[src/rtl/priv_1_13_plic_lite.sv]
// Platform-level external interrupt arbiter: level gateways, priority/threshold
// arbitration and a claim/complete handshake toward the machine external interrupt.
module priv_1_13_plic_lite #(
    parameter int NSRC   = 8,
    parameter int PRIO_W = 3,
    localparam int IDW   = $clog2(NSRC + 1)
) (
    input  logic              CLK,
    input  logic              nRST,
    input  logic [NSRC-1:0]   irq_src,
    input  logic              prio_we,
    input  logic [IDW-1:0]    prio_idx,
    input  logic [PRIO_W-1:0] prio_wdata,
    input  logic              en_we,
    input  logic [NSRC-1:0]   en_wdata,
    input  logic              thresh_we,
    input  logic [PRIO_W-1:0] thresh_wdata,
    input  logic              claim_req,
    output logic              claim_ready,
    output logic              claim_valid,
    output logic [IDW-1:0]    claim_id,
    input  logic              complete_req,
    input  logic [IDW-1:0]    complete_id,
    output logic              ext_int_m,
    output logic              clear_ext_int_m,
    output logic [NSRC-1:0]   pending
);

    typedef enum logic [1:0] {
        ST_IDLE   = 2'd0,
        ST_CLAIM  = 2'd1,
        ST_SETTLE = 2'd2
    } state_t;

    state_t            state_r;
    state_t            state_next_s;
    logic [PRIO_W-1:0] prio_r [NSRC];
    logic [NSRC-1:0]   en_r;
    logic [PRIO_W-1:0] thresh_r;
    logic [NSRC-1:0]   pending_r;
    logic [NSRC-1:0]   inflight_r;
    logic [IDW-1:0]    best_id_r;
    logic [IDW-1:0]    claim_id_r;
    logic              ext_int_m_r;
    logic              clear_ext_int_m_r;

    logic [NSRC-1:0]   elig_s;
    logic [IDW-1:0]    best_id_s;
    logic [PRIO_W-1:0] best_prio_s;
    logic              any_elig_s;
    logic              claim_fire_s;
    logic [NSRC-1:0]   claim_clr_s;
    logic [NSRC-1:0]   complete_clr_s;
    logic [NSRC-1:0]   pending_next_s;
    logic [NSRC-1:0]   inflight_next_s;
    logic              ext_next_s;
    logic              claim_ready_s;
    logic              claim_valid_s;

    // Eligibility and arbitration; strict '>' keeps ties on the lowest ID
    always_comb begin
        elig_s      = {NSRC{1'b0}};
        best_id_s   = {IDW{1'b0}};
        best_prio_s = {PRIO_W{1'b0}};
        for (int i = 0; i < NSRC; i++) begin
            elig_s[i] = pending_r[i] & en_r[i] & (prio_r[i] > thresh_r);
            if (elig_s[i] && (prio_r[i] > best_prio_s)) begin
                best_prio_s = prio_r[i];
                best_id_s   = IDW'(i + 1);
            end else begin
                best_prio_s = best_prio_s;
                best_id_s   = best_id_s;
            end
        end
        any_elig_s = |elig_s;
    end

    // Gateway, claim and completion effects on pending/inflight
    always_comb begin
        claim_fire_s   = (state_r == ST_IDLE) && claim_req;
        claim_clr_s    = {NSRC{1'b0}};
        complete_clr_s = {NSRC{1'b0}};
        for (int i = 0; i < NSRC; i++) begin
            claim_clr_s[i]    = claim_fire_s && (best_id_r == IDW'(i + 1));
            complete_clr_s[i] = complete_req && (complete_id == IDW'(i + 1)) && inflight_r[i];
        end
        // Old inflight gates the gateway, so a completed source re-pends a cycle later
        pending_next_s  = (pending_r | (irq_src & ~inflight_r)) & ~claim_clr_s;
        inflight_next_s = (inflight_r & ~complete_clr_s) | claim_clr_s;
    end

    // Claim FSM next-state
    always_comb begin
        state_next_s = state_r;
        case (state_r)
            ST_IDLE: begin
                if (claim_req) begin
                    state_next_s = ST_CLAIM;
                end else begin
                    state_next_s = ST_IDLE;
                end
            end
            ST_CLAIM:  state_next_s = ST_SETTLE;
            ST_SETTLE: state_next_s = ST_IDLE;
            default:   state_next_s = ST_IDLE;
        endcase
        ext_next_s = any_elig_s && (state_next_s == ST_IDLE);
    end

    // Claim FSM outputs
    always_comb begin
        claim_ready_s = 1'b0;
        claim_valid_s = 1'b0;
        case (state_r)
            ST_IDLE:   claim_ready_s = 1'b1;
            ST_CLAIM:  claim_valid_s = 1'b1;
            ST_SETTLE: claim_ready_s = 1'b0;
            default: begin
                claim_ready_s = 1'b0;
                claim_valid_s = 1'b0;
            end
        endcase
    end

    // Claim FSM state register
    always_ff @(posedge CLK or negedge nRST) begin
        if (!nRST) begin
            state_r <= ST_IDLE;
        end else begin
            state_r <= state_next_s;
        end
    end

    // Configuration registers: priorities, enable mask, threshold
    always_ff @(posedge CLK or negedge nRST) begin
        if (!nRST) begin
            for (int i = 0; i < NSRC; i++) begin
                prio_r[i] <= {PRIO_W{1'b0}};
            end
            en_r     <= {NSRC{1'b0}};
            thresh_r <= {PRIO_W{1'b0}};
        end else begin
            for (int i = 0; i < NSRC; i++) begin
                if (prio_we && (prio_idx == IDW'(i + 1))) begin
                    prio_r[i] <= prio_wdata;
                end else begin
                    prio_r[i] <= prio_r[i];
                end
            end
            if (en_we) begin
                en_r <= en_wdata;
            end else begin
                en_r <= en_r;
            end
            if (thresh_we) begin
                thresh_r <= thresh_wdata;
            end else begin
                thresh_r <= thresh_r;
            end
        end
    end

    // Interrupt state and registered outputs
    always_ff @(posedge CLK or negedge nRST) begin
        if (!nRST) begin
            pending_r         <= {NSRC{1'b0}};
            inflight_r        <= {NSRC{1'b0}};
            best_id_r         <= {IDW{1'b0}};
            claim_id_r        <= {IDW{1'b0}};
            ext_int_m_r       <= 1'b0;
            clear_ext_int_m_r <= 1'b0;
        end else begin
            pending_r         <= pending_next_s;
            inflight_r        <= inflight_next_s;
            best_id_r         <= best_id_s;
            ext_int_m_r       <= ext_next_s;
            clear_ext_int_m_r <= ext_int_m_r & ~ext_next_s;
            if (claim_fire_s) begin
                claim_id_r <= best_id_r;
            end else begin
                claim_id_r <= claim_id_r;
            end
        end
    end

    assign claim_ready     = claim_ready_s;
    assign claim_valid     = claim_valid_s;
    assign claim_id        = claim_id_r;
    assign ext_int_m       = ext_int_m_r;
    assign clear_ext_int_m = clear_ext_int_m_r;
    assign pending         = pending_r;

endmodule

[config.mk]
export PLATFORM = sky130hd
export DESIGN_NAME = priv_1_13_plic_lite
export DESIGN_NICKNAME = d
export VERILOG_FILES = /design/src/rtl/priv_1_13_plic_lite.sv
export SDC_FILE = /design/constraint.sdc
export NUM_CORES = 1
export LEC_CHECK = 0
export CORE_MARGIN = 10
export CORE_UTILIZATION = 35
export CTS_CLUSTER_SIZE = 24
export DETAILED_ROUTE_END_ITERATION = 8
export DONT_BUFFER_PORTS = 1
export GPL_ROUTABILITY_DRIVEN = 0
export PLACE_DENSITY_LB_ADDON = 0.05
export SETUP_SLACK_MARGIN = 0.1
export SLEW_MARGIN = 20
export SYNTH_ARGS = -nofsm -noshare
export SYNTH_HDL_FRONTEND = slang
export SYNTH_SLANG_ARGS = --single-unit
[constraint.sdc]
create_clock -name CLK -period 10.8 [get_ports CLK]
set_input_delay 2.16 -clock CLK [delete_from_list [all_inputs] [get_ports CLK]]
set_output_delay 2.16 -clock CLK [all_outputs]
set_load 0.02 [all_outputs]
== Word level (Yosys, flattened, before mapping) ==
Cells that the tools add are included.
Cells by class
  bitwise operators: 26
  equality and inequality tests: 25
  magnitude comparators: 16
  multiplexer cells: 19
  shift-type cells: 0
  $mul: 0
  add/sub/neg operators: 0
  divide/modulo/power cells: 0
  reductions and logical operators: 45
Operator list (count)
  $eq 4x3->1 const B: 12
  $gt 3x3->1: 15
  $logic_and 1x1->1: 42
  $and 8x8->8: 3
  $eq 4x2->1 const B: 6
  $not 8->8: 3
  $mux 3: 7
  $mux 4: 5
  $and 1x1->1: 17
  $or 8x8->8: 2
  $eq 4x1->1 const B: 3
  $eq 4x4->1 const B: 3
  $reduce_or 8->1: 1
  $logic_not 2->1: 2
  $mux 1: 4
  $mux 2: 2
  $pmux 2 s2: 1
  $gt 3x1->1 const B: 1
  $eq 2x1->1 const B: 1
  $not 1->1: 1
Word-level totals
  output and inout bits: 16
  latch bits: 0
  ROM bits: 0
  flip-flop bits (word level): 63
  memories kept: 0
  memory bits (writable): 0

== Longest topological paths before layout ==
Gate-level depths: netlist of the first run.
  depth after elaboration: 25
  mapped depth: 54
  gate-level depth less buffers: 53

== Least setup slack after synthesis of the first run ==
OpenSTA, ideal clock, no wires.
  path kind: flip-flop to flip-flop
  start: reg thresh_r[1]
  end: reg best_id_r[0]
  data arrival time: 9365 ps
  setup slack: 1284 ps
  cell stages (with the launch flop): 53
  clock period less this slack: 9516 ps
  cell sequence: dfrtp_1 inv_1 ha_1 nor2b_2 o311ai_1 or4_4 ha_1 and3_1 a21oi_1 nand3_1 mux2_4 ha_1 nor2b_1 o21ai_0 a32oi_1 nand2_1 mux2_2 ha_1 (+17 left out) a222oi_1 a2111o_1 and2_4 mux2_4 ha_1 nor2b_1 o21a_1 o211ai_1 clkbuf_1 nand3_1 o221ai_1 a41o_1 ha_1 inv_1 a21o_1 a21oi_1 a311oi_1 a221oi_1
On the way
  longest elaborated chain between the ends: 25
  elaborated cells between the ends (all ways): 46
  classes of those cells: order compare (15); mux (15); bitwise (8); reduce/logical (8)
Ends and longest elaborated chain
  start: declaration: line 39  | logic [PRIO_W-1:0] thresh_r;
  start signal: assignment: line 141  | thresh_r <= {PRIO_W{1'b0}};
  start signal: assignment: line 156  | thresh_r <= thresh_wdata;
  start signal: assignment: line 158  | thresh_r <= thresh_r;
  $gt 3x3->1: line 66  | elig_s[i] = pending_r[i] & en_r[i] & (prio_r[i] > thresh_r);
  $and 1x1->1: line 66
  $logic_and 1x1->1: line 67  | if (elig_s[i] && (prio_r[i] > best_prio_s)) begin
  $mux 3: line 67
  $gt 3x3->1: line 67
  $logic_and 1x1->1: line 67
  $mux 3: line 67
  $gt 3x3->1: line 67
  (+10 left out)
  $mux 3: line 67
  $gt 3x3->1: line 67
  $logic_and 1x1->1: line 67
  $mux 3: line 67
  $gt 3x3->1: line 67
  $logic_and 1x1->1: line 67
  $mux 4 *: line 67
  via best_id_s[0]: line 48  | logic [IDW-1:0] best_id_s;
  end signal: assignment: line 168  | best_id_r <= {IDW{1'b0}};
  end signal: assignment: line 175  | best_id_r <= best_id_s;
  end: declaration: line 42  | logic [IDW-1:0] best_id_r;
The timed path passes the listed nets; every way through them passes the cells marked *.
A chain may end at the register's enable or synchronous reset.

== Worst setup path in the final report of the first run ==
  start: reg prio_r[22] (netlist bit)
  end: reg best_id_r[1]
On the way
  longest elaborated chain between the ends: 25
  elaborated cells between the ends (all ways): 32
  classes of those cells: order compare (9); mux (14); bitwise (1); reduce/logical (8)
Ends and longest elaborated chain
  start: declaration: line 37  | logic [PRIO_W-1:0] prio_r [NSRC];
  start signal: indexed assignment: line 138  | prio_r[i] <= {PRIO_W{1'b0}};
  start signal: indexed assignment: line 145  | prio_r[i] <= prio_wdata;
  start signal: indexed assignment: line 147  | prio_r[i] <= prio_r[i];
  $gt 3x3->1: line 66
  $and 1x1->1: line 66
  $logic_and 1x1->1: line 67
  $mux 3 *: line 67
  $gt 3x3->1: line 67
  $logic_and 1x1->1: line 67
  $mux 3: line 67
  $gt 3x3->1: line 67
  (+10 left out)
  $mux 3: line 67
  $gt 3x3->1: line 67
  $logic_and 1x1->1: line 67
  $mux 3: line 67
  $gt 3x3->1: line 67
  $logic_and 1x1->1: line 67
  $mux 4 *: line 67
  via best_id_s[1]: line 48
Marks and branches as above.

==> results.yml, run 1 <==
run_status:
  status: "complete, no violations"
synthesis:
  syn_nets: 460
  synth_warnings: 0
  synth_edf_count: 0
  ys_types: 59
  syn_area_sq_um: 3830
  synth-seq-cells: 63
  synthFlopType: "dfrtp_1"
  synthCells: 383
  synth-async-reset-ratio_pct: 100
  syn_avg_cell_area_sq_um: 10.0
  seq_area_frac_synth_pct: 41.1
global_route:
  first_global_vias: 2818
  track_usage_pct: 12.6
  grt_pass1_wl_mm: 15.8
  grt_max_degree: 64
  overflow: 0
  antenna_found_initial: 0
pwr:
  power_density_nw_per_um2: 233
  ir_worst_vdd_uv: 108
  power.static_leakage_nw: 1.95
worst_setup_path:
  crit_path_top_delay_cell: "or4_4"
  worstSetupPathType: "reg2reg"
  cpMostUsedCell: "ha_1"
  critical-path-max-stage-delay_ps: 560
  startpoint_type: "flop"
  arrival_ps: 10200
  rrSetupSlack_ps: 820
  critical_path_peak_fanout: 7
  cp.required_ps: 11030
  r2r_end: "best_id_r[1]"
  setup.worst_path.end_class: "flop"
  ff2ff_path_depth: 48
  r2r_start: "prio_r[22]"
layout:
  area_growth_pct: 15.1
  diodes: 0
  drive_above_1_share_pct: 20.2
  fillCellCount: 1073
  nNetsFinal: 483
placed_design:
  dpl.hpwl_mm: 7.90
  pre_cts_slack_ps: 239
  portBuffers: 0
timing:
  worst_pin_slew_ps: 577
  finalWorstSetupSlack_ps: 824
  slew_viol_final: 0
  tns_ps: 0
  fmax_mhz: 100
  finClkSkew_ps: 13.6
  finalCritPeriodShare_pct: 92.4
  setup_viol: 0
  relSlewSlack_pct: 61.4
  layout_min_cycle_time_ps: 9980
  rsz0062_at_grt: "false"
  hold_viol: 0
floorplan:
  core_area_sq_um: 10800
  dieArea_sq_um: 15500
  die_h_um: 125
  fp.dieW_um: 125
  rows: 38
  ios: 53
  initial_core_util_pct: 35.5
min_path:
  min_delay_path_depth: 1
  min_delay_worst_endpoint: "prio_r[12]"
  min_from: "prio_r[12]"
  hold_path.class: "reg2reg"
clock_tree:
  cts-root-buf: "clkbuf_8"
  clock_sinks: 63
  cts_buffer_depth: 2
  postCtsHoldBufs: 0
  htreeDepth: 3
  clock_latency_ps: 350
  cts-buffers-inserted: 9
  cts_tree: "yes"
  clk_pin_slew_ps: 70
detailed_routing:
  wire_per_inst_um: 18.2
  first_pass_iters: 6
  vias_per_cell: 5.27
  drtIter0Drc: 222
  wl_mm: 10.0
  detail-route-antenna-nets: 0
  dr_total_vias: 2905
  drc: 0
run:
  cap_viol_max_count: 0
## sequential cells by signal (all words and copies together) (netlist names)
signal           cells
claim_id             4
state_r              2
best_id_r            4
en_r                 8
thresh_r             3
inflight_r           8
pending              8
prio_r              24
clear_ext_int_m      1
ext_int_m            1
## layout by cell type (no fill, tap or decap), types with 2 or more instances in the layout
master,synthesis,layout
clkinvlp_4,0,2
o31ai_1,2,2
o2111ai_1,2,2
a31oi_1,6,6
o311a_1,2,2
o21a_1,6,6
nor3_1,5,4
mux2_4,3,5
inv_1,28,28
a311oi_1,2,2
dfrtp_1,63,62
bufinv_16,0,2
nand3_1,15,14
a21oi_1,15,14
maj3_2,2,2
a21o_1,2,2
and3_1,5,5
o21ai_0,26,23
nor3b_1,4,4
nor2b_1,15,15
nand2_2,0,2
clkbuf_8,0,10
nor2_1,15,14
ha_1,40,39
nand3b_1,7,7
o21ai_1,2,5
nand2b_1,3,3
mux2_2,30,28
nand2_1,43,41
nor4_1,2,2
buf_4,0,16
## metal layers
metal	global-route usage, %	share of wire [%]	vias to the layer above
met5	0	0	-
met4	3.91	1.3	0
met3	4.17	6.6	11
met2	19.3	45	68
met1	16.5	47	1373
li1	-	-	1453
## power by group
part | switching (W) | total, W | internal, W
Clock | 0.000102 | 0.000239 | 0.000137
Sequential | 0.0000873 | 0.000388 | 0.000300
Combinational | 0.000209 | 0.000402 | 0.000193
Total | 0.000398 | 0.00103 | 0.000631
## how the worst max path moves through the flow
stage	startpoint	endpoint	cells after the start
floorplan	thresh_r[1]	best_id_r[0]	52
global placement	prio_r[22]	best_id_r[1]	49
detailed placement	prio_r[22]	best_id_r[0]	49
finish	prio_r[22]	best_id_r[1]	48
CTS	prio_r[22]	best_id_r[0]	49
global route	prio_r[22]	best_id_r[2]	51
## repair_timing
item / in CTS / in global routing
setup endpoints to repair: 0 / 4
hold endpoints to repair: 0 / 0
buffers inserted: 0 / 12
resized for setup: 0 / 19
## cell type report
cell class	count	area, sq um	area share (%)
tap	140	175	3.97
multi-input combinational	287	2200	49.9
timing repair buffer	16	120	2.72
clock buffer	10	138	3.12
inverter	29	109	2.47
clock inverter	6	92.6	2.10
sequential	63	1580	35.8
## metrics by stage
step	cells	hold slack (ps)	instance area (sq um)	utilization (%)	total power, W
6_report	551	509	4410	40.9	0.00103
4_1_cts	539	511	4260	39.4	0.00100
3_3_place_gp	523	489	4030	37.3	0.000747
5_1_grt	551	528	4410	40.9	0.00111
2_1_floorplan	383	461	3830	-	0.000655
3_5_place_dp	523	495	4030	37.3	0.000756
## worst max-delay path: cells and delay by family, from the launching register on
family / cells / cell delay [ps]
AOI/OAI and AO/OA: 18 / 3230
adders and majority gates: 10 / 2610
and+or+nand+nor: 14 / 2180
muxes: 4 / 1200
DFF: 1 / 410
buffers and inverters: 2 / 200
## cells by family (layout without fill, tap and decap cells)
kind of cell | after synthesis | in the layout | share of synthesized area, %
simple gates | 125 | 125 | 16.9
mux | 34 | 34 | 10.2
flops | 63 | 63 | 41.1
compound gates | 86 | 86 | 14.8
buf+inv | 33 | 61 | 3.23
fa+ha+maj | 42 | 42 | 13.6
## synthesized netlist by cell type, types with 3 or more instances
library cell / instances / area, sq um
nor3_1: 5 / 25.0
and3_1: 5 / 31.3
nand3b_1: 7 / 52.6
inv_1: 28 / 105
nor3b_1: 4 / 30.0
dfrtp_1: 63 / 1580
nor2_1: 15 / 56.3
clkbuf_1: 4 / 15.0
nor2b_1: 15 / 93.8
ha_1: 40 / 500
mux2_4: 3 / 45.0
nand2_1: 43 / 161
nand3_1: 15 / 75.1
o21a_1: 6 / 45.0
mux2_2: 30 / 338
o21ai_0: 26 / 130
a31oi_1: 6 / 37.5
nand2b_1: 3 / 18.8
a21oi_1: 15 / 75.1
No activity file was read; power rests on OpenSTA's default activity.
==> run 2: changes to the inputs <==
PLACE_DENSITY_LB_ADDON = 0.25   (was 0.05)
==> run 2 against run 1 <==
Net effect:
- flip-flop and latch count did not move
- clock power fell by 13%
- sequential share of layout area rose by 0.66 points
- final cell count fell by 0.36%
- combinational power fell by 3%
- die area did not move
- global-route usage fell by 0.17 points
- worst hold slack barely moved
- highest routed layer unchanged
- register-to-register slack got worse by 140 ps
- setup slack got worse by 140 ps
- non-clock buffer count fell by 2
- wire length fell by 1.0%
==> results.yml, run 2 (synthesis results as in run 1) <==
run_status:
  status: "complete, no violations"
detailed_routing:
  first_pass_iters: 5
  drc: 0
  detail-route-antenna-nets: 0
  dr_total_vias: 2993
  drtIter0Drc: 243
  vias_per_cell: 5.45
  wire_per_inst_um: 18.0
  wl_mm: 9.91
timing:
  layout_min_cycle_time_ps: 10120
  hold_viol: 0
  finalWorstSetupSlack_ps: 684
  finalCritPeriodShare_pct: 93.7
  tns_ps: 0
  finClkSkew_ps: 12.0
  setup_viol: 0
  rsz0062_at_grt: "false"
  relSlewSlack_pct: 63.0
  slew_viol_final: 0
  worst_pin_slew_ps: 553
  fmax_mhz: 98.9
layout:
  nNetsFinal: 481
  regMostFlops: "prio_r"
  fillCellCount: 1058
  diodes: 0
  layout_commonest_cell: "dfrtp_1"
  final_cell_mix: "63 x dfrtp_1, 41 x nand2_1, 40 x ha_1"
  drive_above_1_share_pct: 18.8
  largest_reg_flops: 24
  area_growth_pct: 12.9
placed_design:
  dpl.hpwl_mm: 7.70
  portBuffers: 0
  pre_cts_slack_ps: 261
min_path:
  hold_path.class: "reg2reg"
floorplan:
  initial_core_util_pct: 35.5
  dieArea_sq_um: 15500
  die_h_um: 125
  core_area_sq_um: 10800
  rows: 38
  ios: 53
  fp.dieW_um: 125
clock_tree:
  htreeDepth: 3
  clock_latency_ps: 340
  cts_buffer_depth: 2
  postCtsHoldBufs: 0
  clk_pin_slew_ps: 80
  cts_tree: "yes"
  cts-root-buf: "clkbuf_8"
  cts-buffers-inserted: 9
  clock_sinks: 63
pwr:
  power.static_leakage_nw: 1.93
  ir_worst_vdd_uv: 73.8
  p_total_w: 0.000985
  power_density_nw_per_um2: 228
worst_setup_path:
  setup.worst_path.end_class: "flop"
  startpoint_type: "flop"
  worstSetupPathType: "reg2reg"
  critical_path_peak_fanout: 9
  critical-path-max-stage-delay_ps: 560
  crit_path_top_delay_cell: "or4_4"
  arrival_ps: 10320
  cpMostUsedCell: "ha_1"
  cp.required_ps: 11000
global_route:
  first_global_vias: 3022
  grt_max_degree: 64
  antenna_found_initial: 0
  overflow: 0
  track_usage_pct: 12.5
  grt_pass1_wl_mm: 16.0
run:
  cap_viol_max_count: 0
[run 2: per-stage QoR]
stage | cell area [sq um] | hold slack [ps] | util (%) | std cells
after global placement | 4020 | 489 | 37.2 | 522
after detailed placement | 4020 | 496 | 37.2 | 522
after CTS | 4220 | 512 | 39.1 | 538
after floorplan | 3830 | 461 | - | 383
final | 4330 | 508 | 40.1 | 549
after global routing | 4330 | 538 | 40.1 | 549
[run 2: final timing paths]
kind,from,end,slack [ps],cells past startpoint
worst min register to register,prio_r[12],prio_r[12],510,1
max in group asynchronous,nRST,prio_r[15],9170,0
min in group asynchronous,nRST,pending[0],1510,0
worst min-delay path,prio_r[12],prio_r[12],510,1
worst max-delay path,thresh_r[0],best_id_r[2],680,50
worst max register to register,thresh_r[0],best_id_r[2],680,50
[run 2: worst max-delay path: cells and delay by family, from the launching register on]
family	cells	cell delay [ps]
buffers and inverters	3	440
adders and majority gates	10	2720
and+or+nand+nor	15	2260
muxes	4	1320
AOI/OAI and AO/OA	18	2670
DFF	1	540
[run 2: area by class of cell]
cell class,instances,area [sq um],share of cell area (%)
tap,140,175,4.05
multi-input combinational,287,2160,49.9
clock buffer,10,138,3.18
sequential,63,1580,36.4
timing repair buffer,14,109,2.51
inverter,29,113,2.60
clock inverter,6,60.1,1.39
[run 2: power breakdown]
group          switching, W  leakage, nW  internal [W]  total [W]
Clock             0.0000953       0.0981      0.000112   0.000207
Sequential        0.0000903        0.750      0.000300   0.000390
Combinational      0.000203         1.08      0.000185   0.000388
[run 2: per-layer routing]
layer	wire [um]	vias up	GRT usage, %
met5	0	-	0
met4	157	0	5.00
met3	731	14	4.26
met2	4420	79	18.9
met1	4600	1452	15.9
li1	-	1448	-
[run 2: timing repair]
item                                    CTS  global route
setup buffers                             0            10
endpoints found under the setup margin    0             4
resized for setup                         0             8
